==> config.mk <==
export PLATFORM = sky130hd
export DESIGN_NAME = systolic_array_top_flat
export DESIGN_NICKNAME = d
export VERILOG_FILES = /design/src/rtl/systolic_array_pkg.sv /design/src/rtl/systolic_array_if.sv /design/src/rtl/systolic_array_fifo.sv /design/src/rtl/systolic_pe.sv /design/src/rtl/systolic_array_top.sv /design/src/flat_wrapper.sv
export SDC_FILE = /design/constraint.sdc
export NUM_CORES = 2
export LEC_CHECK = 0
export CAP_MARGIN = 20
export CORE_ASPECT_RATIO = 1.2
export CORE_MARGIN = 2
export CORE_UTILIZATION = 48
export DETAILED_ROUTE_END_ITERATION = 8
export PLACE_DENSITY = 0.62
export SLEW_MARGIN = 20
export SYNTH_ARGS = -nofsm -noshare
export SYNTH_HDL_FRONTEND = slang
export SYNTH_HIERARCHICAL = 1
export SYNTH_SLANG_ARGS = --single-unit
==> constraint.sdc <==
create_clock -name clk -period 45.1 [get_ports clk]
set_input_delay 13.53 -clock clk [delete_from_list [all_inputs] [get_ports clk]]
set_output_delay 13.53 -clock clk [all_outputs]
set_load 0.05 [all_outputs]
==> src/rtl/systolic_array_pkg.sv <==
// Shared geometry and widths for the weight-stationary systolic matmul engine.
// ARRAYHEIGHT must equal ARRAYWIDTH: every buffer holds one row per PE row.
package systolic_array_pkg;
   localparam int DATASIZE            = 8;
   localparam int ARRAYWIDTH          = 4;
   localparam int ARRAYHEIGHT         = 4;
   localparam int OUTPUT_BUF_DATASIZE = 32;
   localparam int DSP_DELAY           = 1;

   localparam int ROW_W = DATASIZE * ARRAYWIDTH;
   localparam int RES_W = OUTPUT_BUF_DATASIZE * ARRAYWIDTH;
   // cycles from an input-buffer pop to the row reaching the output-buffer write port
   localparam int LAT   = (ARRAYHEIGHT + ARRAYWIDTH - 1) * DSP_DELAY;

   typedef logic [DATASIZE-1:0]            elem_t;
   typedef logic [OUTPUT_BUF_DATASIZE-1:0] psum_t;
endpackage

==> src/rtl/systolic_array_if.sv <==
// Control enables and row data between the accelerator controller and the array.
interface systolic_array_if;
   import systolic_array_pkg::*;

   logic             input_buffer_load_en;
   logic             input_buffer_out_en;
   logic             weight_buffer_load_en;
   logic             weight_buffer_out_en;
   logic             write_weight_en;
   logic             output_buffer_load_en;
   logic             output_buffer_out_en;
   logic [ROW_W-1:0] in_act;
   logic [ROW_W-1:0] in_weight;
   logic [RES_W-1:0] out_res;

   modport master (
      output input_buffer_load_en, input_buffer_out_en,
      output weight_buffer_load_en, weight_buffer_out_en, write_weight_en,
      output output_buffer_load_en, output_buffer_out_en,
      output in_act, in_weight,
      input  out_res
   );

   modport slave (
      input  input_buffer_load_en, input_buffer_out_en,
      input  weight_buffer_load_en, weight_buffer_out_en, write_weight_en,
      input  output_buffer_load_en, output_buffer_out_en,
      input  in_act, in_weight,
      output out_res
   );
endinterface

==> src/rtl/systolic_array_fifo.sv <==
// Row FIFO with combinational head read; empty reads return zero, full pushes are dropped.
module systolic_array_fifo #(
   parameter int W     = 32,
   parameter int DEPTH = 4
) (
   input  logic         clk,
   input  logic         rst,
   input  logic         push,
   input  logic         pop,
   input  logic [W-1:0] din,
   output logic [W-1:0] dout,
   output logic         valid
);
   localparam int PW = (DEPTH > 1) ? $clog2(DEPTH) : 1;
   localparam int CW = $clog2(DEPTH + 1);

   logic [W-1:0]  mem [DEPTH];
   logic [PW-1:0] wr_ptr;
   logic [PW-1:0] rd_ptr;
   logic [CW-1:0] count;
   logic          do_push;
   logic          do_pop;

   function automatic logic [PW-1:0] next_ptr(input logic [PW-1:0] p);
      return (p == PW'(DEPTH - 1)) ? '0 : p + PW'(1);
   endfunction

   assign do_push = push && (count != CW'(DEPTH));
   assign do_pop  = pop && (count != '0);
   assign valid   = (count != '0);
   assign dout    = valid ? mem[rd_ptr] : '0;

   always_ff @(posedge clk or posedge rst) begin
      if (rst) begin
         for (int i = 0; i < DEPTH; i++) mem[i] <= '0;
         wr_ptr <= '0;
         rd_ptr <= '0;
         count  <= '0;
      end else begin
         if (do_push) begin
            mem[wr_ptr] <= din;
            wr_ptr      <= next_ptr(wr_ptr);
         end
         if (do_pop) rd_ptr <= next_ptr(rd_ptr);
         count <= count + CW'(do_push) - CW'(do_pop);
      end
   end
endmodule

==> src/rtl/systolic_pe.sv <==
// One processing element: stationary weight, multiply-accumulate, and DSP_DELAY
// register stages on both the rightward activation and downward partial-sum paths.
module systolic_pe
   import systolic_array_pkg::*;
(
   input  logic  clk,
   input  logic  rst,
   input  logic  w_en,
   input  elem_t w_in,
   output elem_t w_out,
   input  elem_t act_in,
   output elem_t act_out,
   input  psum_t psum_in,
   output psum_t psum_out
);
   elem_t w_reg;
   elem_t act_sr  [DSP_DELAY];
   psum_t psum_sr [DSP_DELAY];

   always_ff @(posedge clk or posedge rst) begin
      if (rst) begin
         w_reg <= '0;
         for (int i = 0; i < DSP_DELAY; i++) begin
            act_sr[i]  <= '0;
            psum_sr[i] <= '0;
         end
      end else begin
         if (w_en) w_reg <= w_in;
         act_sr[0]  <= act_in;
         psum_sr[0] <= psum_in + OUTPUT_BUF_DATASIZE'(act_in) * OUTPUT_BUF_DATASIZE'(w_reg);
         for (int i = 1; i < DSP_DELAY; i++) begin
            act_sr[i]  <= act_sr[i-1];
            psum_sr[i] <= psum_sr[i-1];
         end
      end
   end

   assign w_out    = w_reg;
   assign act_out  = act_sr[DSP_DELAY-1];
   assign psum_out = psum_sr[DSP_DELAY-1];
endmodule

==> src/rtl/systolic_array_top.sv <==
// Weight-stationary systolic matmul: input/weight/output row FIFOs around a PE grid,
// with activation skew on the way in and partial-sum deskew on the way out.
module systolic_array_top
   import systolic_array_pkg::*;
(
   input  logic             clk,
   input  logic             rst,
   systolic_array_if.slave  bus
);
   logic [ROW_W-1:0] in_head;
   logic [ROW_W-1:0] w_head;
   logic [RES_W-1:0] o_head;
   logic             in_nonempty;
   logic             w_nonempty;
   logic             o_nonempty;
   logic             act_valid;
   logic [ROW_W-1:0] act_row;
   logic [ROW_W-1:0] w_row;
   logic [RES_W-1:0] res_row;
   logic [RES_W-1:0] out_res_q;
   logic [LAT-1:0]   v_sr;

   elem_t act_h      [ARRAYHEIGHT][ARRAYWIDTH+1];
   elem_t w_link     [ARRAYHEIGHT+1][ARRAYWIDTH];
   psum_t psum_link  [ARRAYHEIGHT+1][ARRAYWIDTH];
   psum_t res_lane   [ARRAYWIDTH];

   systolic_array_fifo #(.W(ROW_W), .DEPTH(ARRAYHEIGHT)) u_in_buf (
      .clk, .rst,
      .push(bus.input_buffer_load_en), .pop(bus.input_buffer_out_en),
      .din(bus.in_act), .dout(in_head), .valid(in_nonempty)
   );

   systolic_array_fifo #(.W(ROW_W), .DEPTH(ARRAYHEIGHT)) u_w_buf (
      .clk, .rst,
      .push(bus.weight_buffer_load_en), .pop(bus.weight_buffer_out_en),
      .din(bus.in_weight), .dout(w_head), .valid(w_nonempty)
   );

   systolic_array_fifo #(.W(RES_W), .DEPTH(ARRAYHEIGHT)) u_out_buf (
      .clk, .rst,
      .push(bus.output_buffer_load_en && v_sr[LAT-1]), .pop(bus.output_buffer_out_en),
      .din(res_row), .dout(o_head), .valid(o_nonempty)
   );

   assign act_valid = bus.input_buffer_out_en && in_nonempty;
   assign act_row   = act_valid ? in_head : '0;
   assign w_row     = w_nonempty ? w_head : '0;

   // valid only needs the total latency; data lanes carry their own skew
   always_ff @(posedge clk or posedge rst) begin
      if (rst) v_sr <= '0;
      else     v_sr <= {v_sr[LAT-2:0], act_valid};
   end

   for (genvar k = 0; k < ARRAYHEIGHT; k++) begin : g_skew
      if (k == 0) begin : g_d0
         assign act_h[k][0] = act_row[k*DATASIZE +: DATASIZE];
      end else begin : g_dn
         localparam int DL = k * DSP_DELAY;
         elem_t sr [DL];
         always_ff @(posedge clk or posedge rst) begin
            if (rst) begin
               for (int i = 0; i < DL; i++) sr[i] <= '0;
            end else begin
               sr[0] <= act_row[k*DATASIZE +: DATASIZE];
               for (int i = 1; i < DL; i++) sr[i] <= sr[i-1];
            end
         end
         assign act_h[k][0] = sr[DL-1];
      end
   end

   // new weight rows enter at the bottom and shift upward, so the first row pushed ends in row 0
   for (genvar j = 0; j < ARRAYWIDTH; j++) begin : g_edge
      assign w_link[ARRAYHEIGHT][j] = w_row[j*DATASIZE +: DATASIZE];
      assign psum_link[0][j]        = '0;
   end

   for (genvar k = 0; k < ARRAYHEIGHT; k++) begin : g_row
      for (genvar j = 0; j < ARRAYWIDTH; j++) begin : g_col
         systolic_pe u_pe (
            .clk, .rst,
            .w_en    (bus.write_weight_en),
            .w_in    (w_link[k+1][j]),
            .w_out   (w_link[k][j]),
            .act_in  (act_h[k][j]),
            .act_out (act_h[k][j+1]),
            .psum_in (psum_link[k][j]),
            .psum_out(psum_link[k+1][j])
         );
      end
   end

   for (genvar j = 0; j < ARRAYWIDTH; j++) begin : g_deskew
      if (j == ARRAYWIDTH - 1) begin : g_d0
         assign res_lane[j] = psum_link[ARRAYHEIGHT][j];
      end else begin : g_dn
         localparam int DL = (ARRAYWIDTH - 1 - j) * DSP_DELAY;
         psum_t sr [DL];
         always_ff @(posedge clk or posedge rst) begin
            if (rst) begin
               for (int i = 0; i < DL; i++) sr[i] <= '0;
            end else begin
               sr[0] <= psum_link[ARRAYHEIGHT][j];
               for (int i = 1; i < DL; i++) sr[i] <= sr[i-1];
            end
         end
         assign res_lane[j] = sr[DL-1];
      end
   end

   always_comb begin
      res_row = '0;
      for (int j = 0; j < ARRAYWIDTH; j++)
         res_row[j*OUTPUT_BUF_DATASIZE +: OUTPUT_BUF_DATASIZE] = res_lane[j];
   end

   always_ff @(posedge clk or posedge rst) begin
      if (rst)                           out_res_q <= '0;
      else if (bus.output_buffer_out_en) out_res_q <= o_nonempty ? o_head : '0;
   end

   assign bus.out_res = out_res_q;
endmodule

==> src/flat_wrapper.sv <==
// flat-port wrapper written by rule: the top's interface ports become plain ports
module systolic_array_top_flat import systolic_array_pkg::*;
  (clk, rst, bus_input_buffer_load_en, bus_input_buffer_out_en, bus_weight_buffer_load_en, bus_weight_buffer_out_en, bus_write_weight_en, bus_output_buffer_load_en, bus_output_buffer_out_en, bus_in_act, bus_in_weight, bus_out_res);
  systolic_array_if bus_i ();
  input  logic clk;
  input  logic rst;
  input wire logic [$bits(bus_i.input_buffer_load_en)-1:0] bus_input_buffer_load_en;
  input wire logic [$bits(bus_i.input_buffer_out_en)-1:0] bus_input_buffer_out_en;
  input wire logic [$bits(bus_i.weight_buffer_load_en)-1:0] bus_weight_buffer_load_en;
  input wire logic [$bits(bus_i.weight_buffer_out_en)-1:0] bus_weight_buffer_out_en;
  input wire logic [$bits(bus_i.write_weight_en)-1:0] bus_write_weight_en;
  input wire logic [$bits(bus_i.output_buffer_load_en)-1:0] bus_output_buffer_load_en;
  input wire logic [$bits(bus_i.output_buffer_out_en)-1:0] bus_output_buffer_out_en;
  input wire logic [$bits(bus_i.in_act)-1:0] bus_in_act;
  input wire logic [$bits(bus_i.in_weight)-1:0] bus_in_weight;
  output wire logic [$bits(bus_i.out_res)-1:0] bus_out_res;
  assign bus_i.input_buffer_load_en = bus_input_buffer_load_en;
  assign bus_i.input_buffer_out_en = bus_input_buffer_out_en;
  assign bus_i.weight_buffer_load_en = bus_weight_buffer_load_en;
  assign bus_i.weight_buffer_out_en = bus_weight_buffer_out_en;
  assign bus_i.write_weight_en = bus_write_weight_en;
  assign bus_i.output_buffer_load_en = bus_output_buffer_load_en;
  assign bus_i.output_buffer_out_en = bus_output_buffer_out_en;
  assign bus_i.in_act = bus_in_act;
  assign bus_i.in_weight = bus_in_weight;
  assign bus_out_res = bus_i.out_res;
  systolic_array_top u_core (.clk(clk), .rst(rst), .bus(bus_i));
endmodule
==> impl_metrics.json <==
{
  "grt_first_pass_wirelength_um": 406000,
  "place.detailed.hpwl_um": 181000,
  "hold_path_depth": 0,
  "post_cts_resize_count": 0,
  "finalHoldViolations": 0,
  "type_of_the_worst_setup_path": "in -> reg",
  "rsz_0062_raised_after_global_routing": "no",
  "setup_tns_ps": 0,
  "layout-area-overhead-vs-synth_pct": 10.4,
  "gp_congestion": 0.831,
  "cts_max_path_buffers": 4,
  "setup_viol_count_final": 0,
  "layout.core_utilization_pct": 53.3,
  "detail_route.iter0.violations": 3523,
  "clk_pin_slew_worst_paths_ps": 70,
  "detailed_place.area_um2": 122000,
  "rr_worst_depth": 18,
  "post_route_cells_drive_above_1_share_pct": 15.6,
  "total_clock_buffers_created_by_cts": 202,
  "design.final.nets": 11900,
  "route.detailed.wl_per_inst_um": 17.8,
  "reg2reg_to": "u_core/g_row[0].g_col[0].u_pe/psum_out[13]",
  "rr_startpoint": "u_core/u_in_buf/rd_ptr[1]",
  "p_per_area_nw_per_um2": 82.9,
  "synth_cells": 9990,
  "p_leak_nw": 61.6,
  "cts_setup_buffers": 0,
  "layout_min_cycle_time_ps": 17920,
  "portBuffers": 200,
  "ir_drop_worst_vdd_mv": 0.0399,
  "cp_data_required_time_ps": 45810,
  "netlist_area_um2": 117000,
  "ctsHoldBuffers": 0,
  "insertion_delay_ps": 870,
  "grt_usage_pct": 20.3,
  "postLayoutCellArea_um2": 129000,
  "startpoint_class": "input pin",
  "hold_start": "u_core/g_row[3].g_col[1].u_pe/psum_out[31]",
  "via_count_of_the_first_global_routing_pass": 75600,
  "syn_area_per_cell_um2": 11.7,
  "routed_via_density": 5.08,
  "hold-worst-slack_ps": 308,
  "dpl_worst_slack_ps": 26270,
  "r2r_setup_slack_ps": 39060,
  "drv.max_cap_violation_count": 0,
  "min_period_over_period_pct": 39.7,
  "holdCritPathClass": "reg -> reg",
  "row_count": 198,
  "drc_violations_left": 0,
  "fmax_mhz": 55.8,
  "chipHeight_um": 545,
  "die_area_um2": 248000,
  "whs_endpoint": "u_core/g_deskew[1].g_dn.sr[63]",
  "initial_utilization_pct": 48.3,
  "core_um2": 242000,
  "max_slew.worst_pin.slew_ps": 1070,
  "cts_sinks": 1900,
  "cts_tree": "done",
  "design.portCount": 201,
  "arrival_ps": 18640,
  "detail-route-antenna-nets": 0,
  "yosysWarningCount": 6,
  "dr_total_vias": 69900,
  "drt_first_pass_iters": 5,
  "cts.root.buffer_cell": "clkbuf_16",
  "setup_slack_after_layout_ps": 27180,
  "drv_slew": 0,
  "grt_antenna_before_repair": 31,
  "largest_net_degree_at_the_start_of_global_routing": 136,
  "crit_path_end_kind": "register",
  "status": "finished, final reports clean",
  "timing_startpoint_of_the_critical_path": "bus_input_buffer_out_en",
  "clock_skew_after_layout_ps": 73.0,
  "h_tree_lvl_count": 4,
  "grt_remaining_overflow": 0,
  "timing.critical_path.fanout_max": 34,
  "totalWireLength_um": 245000,
  "floorplan.die.width_um": 455,
  "worst_slew_margin_rel_pct": 28.6
}
critical path: stages:
cell and delay [ps]:
clkdlybuf4s50_1 460, buf_4 280, and3_1 450, and2_1 220, fa_1 400, inv_1 90, fa_1 430, fa_1 520
fa_1 540, inv_1 40, ha_1 350, a21oi_1 200, o21bai_1 80, a41o_1 260, a21oi_1 230, o21ai_0 180
o311ai_0 350
where the power goes:
group | switching [mW] | leakage, nW | internal [mW]
clock | 0.684 | 3.33 | 1.02
sequential | 0.671 | 22.9 | 2.48
combinational | 3.17 | 35.4 | 2.67
final cells by class:
type,instances,area (um2)
fillers,20800,113000
clock buffers,280,5670
flip-flops and latches,1900,47600
diodes,5,12.5
repair buffers,250,2460
clock inverters,80,1160
well taps,3200,4000
multi-input cells,6297,61600
inverters,1734,6540
per-layer routing:
metal / vias to the layer above / global-route usage (%) / share of wire, %
met5: - / 0 / 0.075
met3: 344 / 2.78 / 3.6
met1: 35500 / 27.6 / 46
met2: 1022 / 34.1 / 48
met4: 30 / 5.42 / 2.4
li1: 32900 / - / -
per-stage QoR:
step / cells / total power, mW
after CTS: 13700 / 10.8
after global routing: 13700 / 11.7
after global placement: 13400 / 8.88
after detailed placement: 13400 / 9.04
after floorplan: 10200 / 7.60
final: 13700 / 10.7
sequential cells by signal, indices dropped and copies added (netlist names), 3 cells and up:
signal	flops
u_core/act_h	16
u_core/bus.out_res	128
u_core/g_deskew.g_dn.sr	192
u_core/g_row.g_col.u_pe/act_out	96
u_core/g_row.g_col.u_pe/psum_out	512
u_core/g_row.g_col.u_pe/w_out	128
u_core/g_skew.g_dn.sr	32
u_core/u_in_buf/count	3
u_core/u_in_buf/mem	128
u_core/u_out_buf/count	3
u_core/u_out_buf/mem	512
u_core/u_w_buf/count	3
u_core/u_w_buf/mem	128
u_core/v_sr	7
cells in the final DEF, fill, tap and decap left out, types with 29 or more instances in the layout:
master	count
mux2_2	788
clkbuf_8	30
a31oi_1	36
a21oi_1	247
fa_1	803
and3_1	93
nand3_1	233
o21a_1	29
xnor2_1	259
clkdlybuf4s50_1	197
dfrtp_1	1895
buf_4	42
nand4_1	67
and2_1	824
clkbuf_16	203
o21ai_0	204
clkbuf_1	47
xor2_1	143
clkinv_2	32
nor3_1	32
mux4_2	192
nand2_1	679
inv_1	1717
ha_1	676
mux2_4	120
a21o_1	71
nor2_1	112
conb_1	240
worst max-delay path by stage:
stage                                                      end  slack [ps]
detailed placement  u_core/g_row[0].g_col[0].u_pe/psum_out[13]       26270
global placement    u_core/g_row[0].g_col[0].u_pe/psum_out[13]       26340
floorplan                            u_core/u_out_buf/count[0]       17070
CTS                 u_core/g_row[0].g_col[0].u_pe/psum_out[13]       27190
global route        u_core/g_row[0].g_col[0].u_pe/psum_out[13]       26830
finish              u_core/g_row[0].g_col[0].u_pe/psum_out[13]       27180
Power figures use the tool's default switching activity.
